[src/rtl/seq_add_sub_64.sv]
// seq_add_sub_64: multi-cycle WIDTH-bit add/subtract stage, one CHUNK-bit
// slice per clock with a registered carry between slices.
//
// Ports:
//   clk, rst              clock, synchronous active-high reset
//   in_valid / in_ready   operand handshake (a, b, cin, sub)
//   out_valid / out_ready result handshake (sum, carry[, overflow, zero])
//   sub=0: a+b+cin ; sub=1: a-b (cin ignored), carry = no-borrow
//
// Optional: define OVF_ZERO_FLAGS_EN to add the overflow and zero outputs.
module seq_add_sub_64 #(
    parameter int WIDTH = 64,
    parameter int CHUNK = 16
) (
    input  logic             clk,
    input  logic             rst,
    input  logic             in_valid,
    output logic             in_ready,
    input  logic [WIDTH-1:0] a,
    input  logic [WIDTH-1:0] b,
    input  logic             cin,
    input  logic             sub,
    output logic             out_valid,
    input  logic             out_ready,
    output logic [WIDTH-1:0] sum,
    output logic             carry
`ifdef OVF_ZERO_FLAGS_EN
    ,
    output logic             overflow,
    output logic             zero
`endif
);

    localparam int NCH = WIDTH / CHUNK;
    localparam int KW  = (NCH > 1) ? $clog2(NCH) : 1;
    localparam logic [KW-1:0] K_LAST = KW'(NCH - 1);

    typedef enum logic [1:0] {
        S_IDLE,
        S_RUN,
        S_DONE
    } state_t;

    state_t           r_state;
    logic [WIDTH-1:0] r_a;
    logic [WIDTH-1:0] r_b;
    logic             r_c;
    logic [KW-1:0]    r_k;
    logic [WIDTH-1:0] r_sum;
    logic             r_carry;
    logic             r_out_valid;

    logic [CHUNK-1:0] w_a_sl;
    logic [CHUNK-1:0] w_b_sl;
    logic [CHUNK:0]   w_slice;
    logic [WIDTH-1:0] w_sum_next;

`ifdef OVF_ZERO_FLAGS_EN
    logic r_ovf;
    logic r_zero;
    logic w_ovf;
`endif

    always_comb begin
        w_a_sl     = r_a[int'(r_k)*CHUNK +: CHUNK];
        w_b_sl     = r_b[int'(r_k)*CHUNK +: CHUNK];
        w_slice    = {1'b0, w_a_sl} + {1'b0, w_b_sl}
                   + {{CHUNK{1'b0}}, r_c};
        w_sum_next = r_sum;
        w_sum_next[int'(r_k)*CHUNK +: CHUNK] = w_slice[CHUNK-1:0];
    end

`ifdef OVF_ZERO_FLAGS_EN
    // a^b^s at the MSB recovers the carry into the MSB; only meaningful
    // on the last slice, where slice bit CHUNK-1 is bit WIDTH-1.
    assign w_ovf = r_a[WIDTH-1] ^ r_b[WIDTH-1]
                 ^ w_slice[CHUNK-1] ^ w_slice[CHUNK];
`endif

    always_ff @(posedge clk) begin
        if (rst) begin
            r_state     <= S_IDLE;
            r_a         <= '0;
            r_b         <= '0;
            r_c         <= 1'b0;
            r_k         <= '0;
            r_sum       <= '0;
            r_carry     <= 1'b0;
            r_out_valid <= 1'b0;
`ifdef OVF_ZERO_FLAGS_EN
            r_ovf       <= 1'b0;
            r_zero      <= 1'b0;
`endif
        end else begin
            unique case (r_state)
                S_IDLE: begin
                    if (in_valid) begin
                        r_a     <= a;
                        // Subtraction as a + ~b + 1.
                        r_b     <= sub ? ~b : b;
                        r_c     <= sub ? 1'b1 : cin;
                        r_k     <= '0;
                        r_state <= S_RUN;
                    end
                end
                S_RUN: begin
                    r_sum <= w_sum_next;
                    r_c   <= w_slice[CHUNK];
                    r_k   <= r_k + 1'b1;
                    if (r_k == K_LAST) begin
                        r_carry     <= w_slice[CHUNK];
                        r_out_valid <= 1'b1;
                        r_state     <= S_DONE;
`ifdef OVF_ZERO_FLAGS_EN
                        r_ovf       <= w_ovf;
                        r_zero      <= (w_sum_next == '0);
`endif
                    end
                end
                S_DONE: begin
                    if (out_ready) begin
                        r_out_valid <= 1'b0;
                        r_state     <= S_IDLE;
                    end
                end
                default: r_state <= S_IDLE;
            endcase
        end
    end

    assign in_ready  = (r_state == S_IDLE) && !rst;
    assign out_valid = r_out_valid;
    assign sum       = r_sum;
    assign carry     = r_carry;
`ifdef OVF_ZERO_FLAGS_EN
    assign overflow  = r_ovf;
    assign zero      = r_zero;
`endif

endmodule

[config.mk]
export PLATFORM = sky130hd
export DESIGN_NAME = seq_add_sub_64
export DESIGN_NICKNAME = d
export VERILOG_FILES = /design/src/rtl/seq_add_sub_64.sv
export SDC_FILE = /design/constraint.sdc
export NUM_CORES = 1
export LEC_CHECK = 0
export ABC_AREA = 0
export CAP_MARGIN = 15
export CELL_PAD_IN_SITES_DETAIL_PLACEMENT = 2
export CELL_PAD_IN_SITES_GLOBAL_PLACEMENT = 2
export CORE_MARGIN = 3
export CORE_UTILIZATION = 34
export CTS_BUF_LIST = sky130_fd_sc_hd__clkbuf_8
export DETAILED_ROUTE_END_ITERATION = 8
export PLACE_DENSITY = 0.95
export SYNTH_ARGS = -nofsm -noshare
export SYNTH_HDL_FRONTEND = slang
export SYNTH_SLANG_ARGS = --single-unit
export TNS_END_PERCENT = 30
[constraint.sdc]
create_clock -name clk -period 7.4 [get_ports clk]
set_clock_uncertainty 0.1 [all_clocks]
set_input_delay 1.48 -clock clk [delete_from_list [all_inputs] [get_ports clk]]
set_output_delay 1.48 -clock clk [all_outputs]
set_load 0.01 [all_outputs]
Word level (Yosys, flattened, before mapping)
Index checks and enable logic that the tools add are counted.

Register bits: 199. Output and inout port bits: 67. Input bits: 134.

Equality and inequality tests: 6. Muxes and demuxes: 14. Add/sub/neg operators: 4. Bitwise logic cells: 1. Shift-type cells: 4. Reductions and logical operators: 10.

Operators with widths (number): $shiftx A64 B7 Y16 (2); $bwmux W64 (1); $mux W64 (1); $not A64 Y64 (1); $shift A16 B33 Y64 const A (1); $shiftx A16 B33 Y64 (1); $neg A6 Y33 (1); $add A16 B16 Y17 (1); $add A17 B1 Y17 (1); $mux W2 (4); $ne A2 B2 Y1 const B (3); $pmux W2 S3 (1); $reduce_and A2 Y1 (3); $reduce_and A3 Y1 (2); $eq A2 B2 Y1 const B (2); $mux W1 (4); $pmux W1 S2 (2); $pmux W2 S2 (1); $reduce_bool A2 Y1 (2); $add A2 B1 Y2 const B (1); $eq A2 B1 Y1 const B (1); $logic_not A2 Y1 (1); $logic_and A1 B1 Y1 (1); $logic_not A1 Y1 (1).

Logic depth before layout (Yosys ltp)
Gate-level depths: netlist (run 1).

Depth after elaboration: 5. Depth in mapped cells: 12. Mapped depth without buffers: 9.

Least setup slack after synthesis (run 1)
Ideal clock, no wire load.

Path kind: input to output. Start: input rst. End: output in_ready. Cell stages on the path: 4. Slack: 3479 ps. Data required time: 5820 ps. Data arrival time: 2341 ps. Path through: clkbuf_1 > clkbuf_1 > clkbuf_1 > nor3_1.

Longest elaborated chain between the ends: 2.

RTL lines: start, declared (RTL line 16) `input logic rst,`; $logic_not A1 Y1 (RTL line 131) `assign in_ready = (r_state == S_IDLE) && !rst;`; $logic_and A1 B1 Y1 (RTL line 131); end, declared (RTL line 18) `output logic in_ready,`.

Every way passes these cells.

Worst setup path in the final report (run 1)
Ends and elaborated chain as after synthesis.

==> flow_summary_export.csv, run 1 <==
group,metric,value,unit
worst_setup_path,start_kind,"input port",
run,cap_violations,0,
clocking,cts-root-buf,"clkbuf_8",
die,rows,58,
die,fp.dieW,169,microns
final_layout,drive_above_1_share,8.68,%
die,coreArea,25600,sq um
worst_setup_path,cp.arrival,2.79,ns
final_layout,syn2layout_area_growth,28.8,%
hold_path,hold_path_class,"reg -> reg",
power_and_ir_drop,power_density,203,nW/um^2
power_and_ir_drop,pwr-share-seq,49.3,%
place,post-place-ws,2.92,ns
global_routing,overflow,0,
timing,fin_ws,3.03,ns
die,ios,201,
logic_synthesis,synth_nets,1106,
global_routing,use_met3,3.04,%
worst_setup_path,crit_cells,3,
timing,max-slew-margin-rel,25.7,%
power_and_ir_drop,ir_drop,0.118,mV
worst_setup_path,timing.rr.start,"r_k[0]",
drt,totalWireLength,31.8,mm
logic_synthesis,ys_ff_latch,199,
worst_setup_path,crit_path_start,"rst",
logic_synthesis,synthArstFlopShare,0,%
worst_setup_path,cp.required,5.82,ns
clocking,tritoncts,"done",
die,initial_core_util,35.1,%
final_layout,fillCellCount,2747,
logic_synthesis,synth_area,9000,sq um
worst_setup_path,crit_chain,"buf_4 > nor3_1 > clkdlybuf4s50_1",
logic_synthesis,synth_flop_cell,"dfxtp_1",
logic_synthesis,syn_area_per_cell,9.48,sq um
clocking,clkSinkCount,199,
power_and_ir_drop,intPower,1.64,mW
global_routing,use_met1,27.5,%
power_and_ir_drop,leakage,4.16,nW
place,dp.cells,1415,
clocking,postCtsHoldBufs,0,
clocking,clk_pin_slew_worst_paths,0.11,ns
worst_setup_path,path_max_fanout,88,
clocking,clockBufferDepth,2,
clocking,post_cts_buffers,0,
power_and_ir_drop,swShare,30.3,%
worst_setup_path,crit_family,"buffers and inverters",
power_and_ir_drop,p_clk_share,31.8,%
worst_setup_path,r2r-end,"sum[12]",
power_and_ir_drop,pwr-share-comb,18.9,%
clocking,numCtsBuffers,17,
timing,rsz0062_at_grt,"false",
worst_setup_path,cp_num_buf_inv,2,
worst_setup_path,critPathMaxStageDelay,0.69,ns
drt,num_vias,7838,
global_routing,grt_usage,22.1,%
drt,wl_per_cell,21.9,microns
global_routing,grt_pass1_vias,8581,
die,chipHeight,169,microns
drt,dr.pass1.iters,4,
final_layout,stdcell_count,1448,
place,place.gp.congestion,0.814,
drt,ant_nets,0,
global_routing,gr-usage-met2,40.4,%
global_routing,antenna_found_initial,1,
power_and_ir_drop,finalPower,2.36,mW
timing,fin_crit,4.37,ns
clocking,worstSkewPairLatency,0.48,ns
die,die_area,28500,sq um
logic_synthesis,synth_cells,949,
place,port_buffers,200,
drt,drt_iter0_drc,445,
worst_setup_path,endpoint,"in_ready",
worst_setup_path,ff2ff_setup_slack,3.06,ns
logic_synthesis,yosysWarnings,0,
global_routing,grt_max_degree,110,
worst_setup_path,cp_slowest_cell,"buf_4",
drt,vias_per_cell,5.41,
drt,drc,0,
worst_setup_path,worst-r2r-cell-count,10,
global_routing,top_usage_layer,"met2",
final_layout,final_cell_mix,"clkdlybuf4s50_1, dfxtp_1, nand2_1",
clocking,cts_resized,0,
timing,worst_slew_pin_slew,1.11,ns
timing,max_freq,0.229,GHz
timing,final.setup.tns,0,ns
timing,slew_viol_final,0,
clocking,h-tree-depth,4,
timing,hold_viol,0,
worst_setup_path,crit_type,"in -> out",
outcome,status,"finished clean",
final_layout,final_common_cell,"clkdlybuf4s50_1",
global_routing,grt_pass1_wl,49.6,mm
final_layout,fin_nets,1262,
power_and_ir_drop,p_sw,0.715,mW
place,dp_hpwl,23.2,mm
timing,setup_violations,0,
logic_synthesis,synth_edf_count,0,
logic_synthesis,ys_seq_area_share,44.3,%
timing,post-route-period-util,59.0,%
logic_synthesis,yosysUniqueCellTypes,59,
hold_path,holdPathStages,2,
worst_setup_path,crit_path_end_kind,"output pin",
[metal layers]
layer,vias up,wire length (microns)
met5,-,0
met4,0,390
met3,24,1110
met2,171,16800
met1,3960,13500
li1,3683,-
[state kept, by name, summed over array words and instances (netlist names)]
signal and cells:
r_a 64, r_b 64, sum 64, r_k 2, r_state 2, carry 1, out_valid 1, r_c 1
[cells by family after synthesis]
group | after synthesis | share of synthesized area, %
DFF | 199 | 44.3
buffers and inverters | 78 | 3.68
muxes | 33 | 8.12
AOI/OAI and AO/OA | 246 | 18.9
adders and majority gates | 23 | 3.36
and+or+nand+nor | 294 | 14.3
xor gates and xnor gates | 76 | 7.40
[worst register-to-register path: cells and delay by family (launching register included)]
kind	cells	cell delay (ns)
buffers and inverters	1	0.61
AND/OR/NAND/NOR	1	0.22
XOR/XNOR	1	0.54
flip-flops	1	0.49
adder cells (fa/ha/maj)	2	0.86
multiplexers	1	0.66
AO/OA/AOI/OAI	4	0.83
[area by class of cell]
cell class | count | area (sq um) | area share [%]
diodes | 1 | 2.50 | 0.0216
clock buffers | 18 | 248 | 2.14
clock inverters | 13 | 159 | 1.37
inverters | 8 | 30.0 | 0.259
multi-input cells | 672 | 4690 | 40.5
flip-flops and latches | 199 | 3990 | 34.4
well taps | 330 | 413 | 3.56
repair buffers | 207 | 2060 | 17.8
[synth_stat cells, types with 4 or more instances]
library cell | number | area [sq um]
a32oi_1 | 4 | 35.0
xor2_1 | 8 | 70.1
a22o_1 | 28 | 245
ha_1 | 21 | 263
a21oi_1 | 82 | 410
nand4_1 | 7 | 43.8
a21o_1 | 8 | 60.1
a32o_1 | 4 | 40.0
nor3_1 | 4 | 20.0
o21ai_0 | 4 | 20.0
nand2_1 | 148 | 556
buf_1 | 7 | 26.3
mux4_2 | 32 | 721
clkbuf_1 | 36 | 135
inv_1 | 7 | 26.3
buf_2 | 25 | 125
xnor2_1 | 68 | 596
nand2b_1 | 8 | 50.1
a211oi_1 | 66 | 495
nand3_1 | 5 | 25.0
nor2_1 | 100 | 375
a22oi_1 | 26 | 195
dfxtp_1 | 199 | 3980
[power by group through the flow]
stage / clock (mW) / combinational [mW] / sequential (mW)
after floorplan: 0 / 0.261 / 1.17
after global placement: 0 / 0.419 / 1.18
after detailed placement: 0 / 0.445 / 1.19
after CTS: 0.761 / 0.451 / 1.16
after global routing: 0.810 / 0.484 / 1.17
final: 0.749 / 0.446 / 1.16
[worst min path at each step]
stage,start,to
final,r_a[35],r_a[35]
after global routing,r_a[16],r_a[16]
after CTS,r_a[35],r_a[35]
after detailed placement,r_a[35],r_a[35]
after global placement,sum[22],sum[22]
after floorplan,r_a[16],r_a[16]
[stage by stage]
| stage | cell area (sq um) | utilization, % | hold WS (ns) |
|---|---|---|---|
| after floorplan | 9000 | - | 0.333 |
| after global placement | 11200 | 43.5 | 0.338 |
| after detailed placement | 11200 | 43.6 | 0.350 |
| after CTS | 11600 | 45.2 | 0.365 |
| after global routing | 11600 | 45.2 | 0.386 |
| final | 11600 | 45.2 | 0.364 |
Note: power is estimated with default switching activity, not from simulation.
==> run 2, diff against run 1 <==
--- a/config.mk
+++ b/config.mk
@@ -10,10 +10,10 @@
 export CELL_PAD_IN_SITES_DETAIL_PLACEMENT = 2
 export CELL_PAD_IN_SITES_GLOBAL_PLACEMENT = 2
 export CORE_MARGIN = 3
-export CORE_UTILIZATION = 34
+export CORE_UTILIZATION = 32
 export CTS_BUF_LIST = sky130_fd_sc_hd__clkbuf_8
 export DETAILED_ROUTE_END_ITERATION = 8
-export PLACE_DENSITY = 0.95
+export PLACE_DENSITY = 0.92
 export SYNTH_ARGS = -nofsm -noshare
 export SYNTH_HDL_FRONTEND = slang
 export SYNTH_SLANG_ARGS = --single-unit
==> constraint.sdc (replaced) <==
create_clock -name clk -period 4.44 [get_ports clk]
set_clock_uncertainty 0.1 [all_clocks]
set_input_delay 0.888 -clock clk [delete_from_list [all_inputs] [get_ports clk]]
set_output_delay 0.888 -clock clk [all_outputs]
set_load 0.01 [all_outputs]
==> flow_summary_export.csv, run 2 (same netlist as run 1, synthesis figures left out) <==
group,metric,value,unit
outcome,status,"finished clean",
die,chipHeight,174,microns
final_layout,final_common_cell,"clkdlybuf4s50_1",
worst_setup_path,ff2ff_setup_slack,0.47,ns
timing,hold_slack,0.365,ns
place,dp_hpwl,24.1,mm
worst_setup_path,r2r-end,"sum[12]",
global_routing,grt_pass1_wl,50.2,mm
die,coreArea,27300,sq um
timing,hold_viol,0,
global_routing,grt_usage,21.0,%
timing,worst_slew_pin_slew,1.07,ns
final_layout,fin_nets,1269,
final_layout,syn2layout_area_growth,29.8,%
place,port_buffers,200,
worst_setup_path,timing.rr.start,"r_k[0]",
timing,max_freq,0.252,GHz
clocking,cts-root-buf,"clkbuf_8",
power_and_ir_drop,leakage,4.19,nW
timing,final.setup.tns,0,ns
clocking,clkSinkCount,199,
worst_setup_path,crit_type,"reg -> reg",
drt,totalWireLength,32.4,mm
worst_setup_path,endpoint,"sum[12]",
die,die_area,30200,sq um
place,dp.cells,1465,
timing,setup_violations,0,
timing,post-route-period-util,89.5,%
drt,ant_nets,0,
clocking,post_cts_buffers,0,
worst_setup_path,cp.arrival,4.30,ns
die,rows,60,
worst_setup_path,cp.required,4.76,ns
timing,max-slew-margin-rel,29.0,%
final_layout,drive_above_1_share,9.24,%
clocking,numCtsBuffers,17,
clocking,cts_resized,0,
power_and_ir_drop,power_density,332,nW/um^2
drt,drt_iter0_drc,393,
timing,fin_crit,3.97,ns
drt,dr.pass1.iters,5,
clocking,clk_pin_slew_worst_paths,0.11,ns
worst_setup_path,crit_path_end_kind,"register",
worst_setup_path,worst-r2r-cell-count,9,
power_and_ir_drop,ir_drop,0.168,mV
drt,wl_per_cell,21.6,microns
run,cap_violations,0,
drt,num_vias,7967,
timing,rsz0062_at_grt,"false",
place,place_area,11300,sq um
clocking,h-tree-depth,4,
die,initial_core_util,32.9,%
worst_setup_path,path_max_fanout,23,
die,fp.dieW,174,microns
clocking,postCtsHoldBufs,0,
timing,slew_viol_final,0,
global_routing,grt_max_degree,88,
place,place.gp.congestion,0.823,
final_layout,stdcell_count,1499,
clocking,worstSkewPairLatency,0.49,ns
worst_setup_path,start_kind,"register",
global_routing,antenna_found_initial,2,
die,ios,201,
clocking,tritoncts,"done",
worst_setup_path,crit_path_start,"r_k[0]",
global_routing,grt_pass1_vias,8838,
final_layout,final_area,11700,sq um
hold_path,hold_path_class,"reg -> reg",
clocking,clockBufferDepth,2,
global_routing,overflow,0,
final_layout,final_cell_mix,"clkdlybuf4s50_1, dfxtp_1, nand2_1",
hold_path,holdPathStages,2,
drt,drc,0,
drt,vias_per_cell,5.31,
==> run 2: changes by cell type in the layout (fill, tap and decap cells not counted), sizes merged <==
cell    before  now
diode        1    2
buf          9   16
clkinv       2    5
bufinv       2    1
inv         15   14
==> run 2: cell type report <==
class,count,area (sq um)
diodes,2,5.00
clock buffers,18,248
clock inverters,14,144
fillers,2948,15600
inverters,8,30.0
multi-input cells,672,4690
flip-flops and latches,199,3990
well taps,372,465
repair buffers,214,2110
==> run 2: worst max-delay path, cell delays in order (launching register included) <==
cell and delay [ns]:
dfxtp_2 0.84, mux4_2 0.61, fa_1 0.44, fa_1 0.44, a21oi_1 0.30, o211ai_1 0.16
nand4_1 0.24, o21ai_1 0.17, xor2_1 0.38, a22o_1 0.22
==> run 2: worst min-delay path by stage <==
stage,from,slack (ns),end
4_1_cts,r_a[56],0.37,r_a[56]
5_1_grt,r_a[56],0.39,r_a[56]
2_1_floorplan,r_a[16],0.33,r_a[16]
3_5_place_dp,r_a[56],0.35,r_a[56]
3_3_place_gp,r_a[22],0.34,r_a[22]
6_report,r_a[56],0.37,r_a[56]
==> run 2: layer usage <==
metal	share of wire [%]	track usage (%)	wire length, microns
met5	0	0	0
met2	52	38.4	16700
met4	2.5	6.43	805
met1	42	24.9	13600
met3	3.9	3.81	1270
==> run 2: power breakdown <==
part,internal [mW],switching (mW),total [mW]
logic,0.331,0.407,0.737
registers,1.88,0.0673,1.94
clock network,0.476,0.716,1.19
total,2.68,1.19,3.87
==> run 2: through the flow <==
step	setup slack (ns)	utilization, %	total power [mW]
floorplan	0.904	-	2.39
global placement	0.754	41.3	2.67
detailed placement	0.550	41.3	2.72
CTS	0.469	42.7	3.90
global route	0.263	42.8	4.04
finish	0.466	42.8	3.87
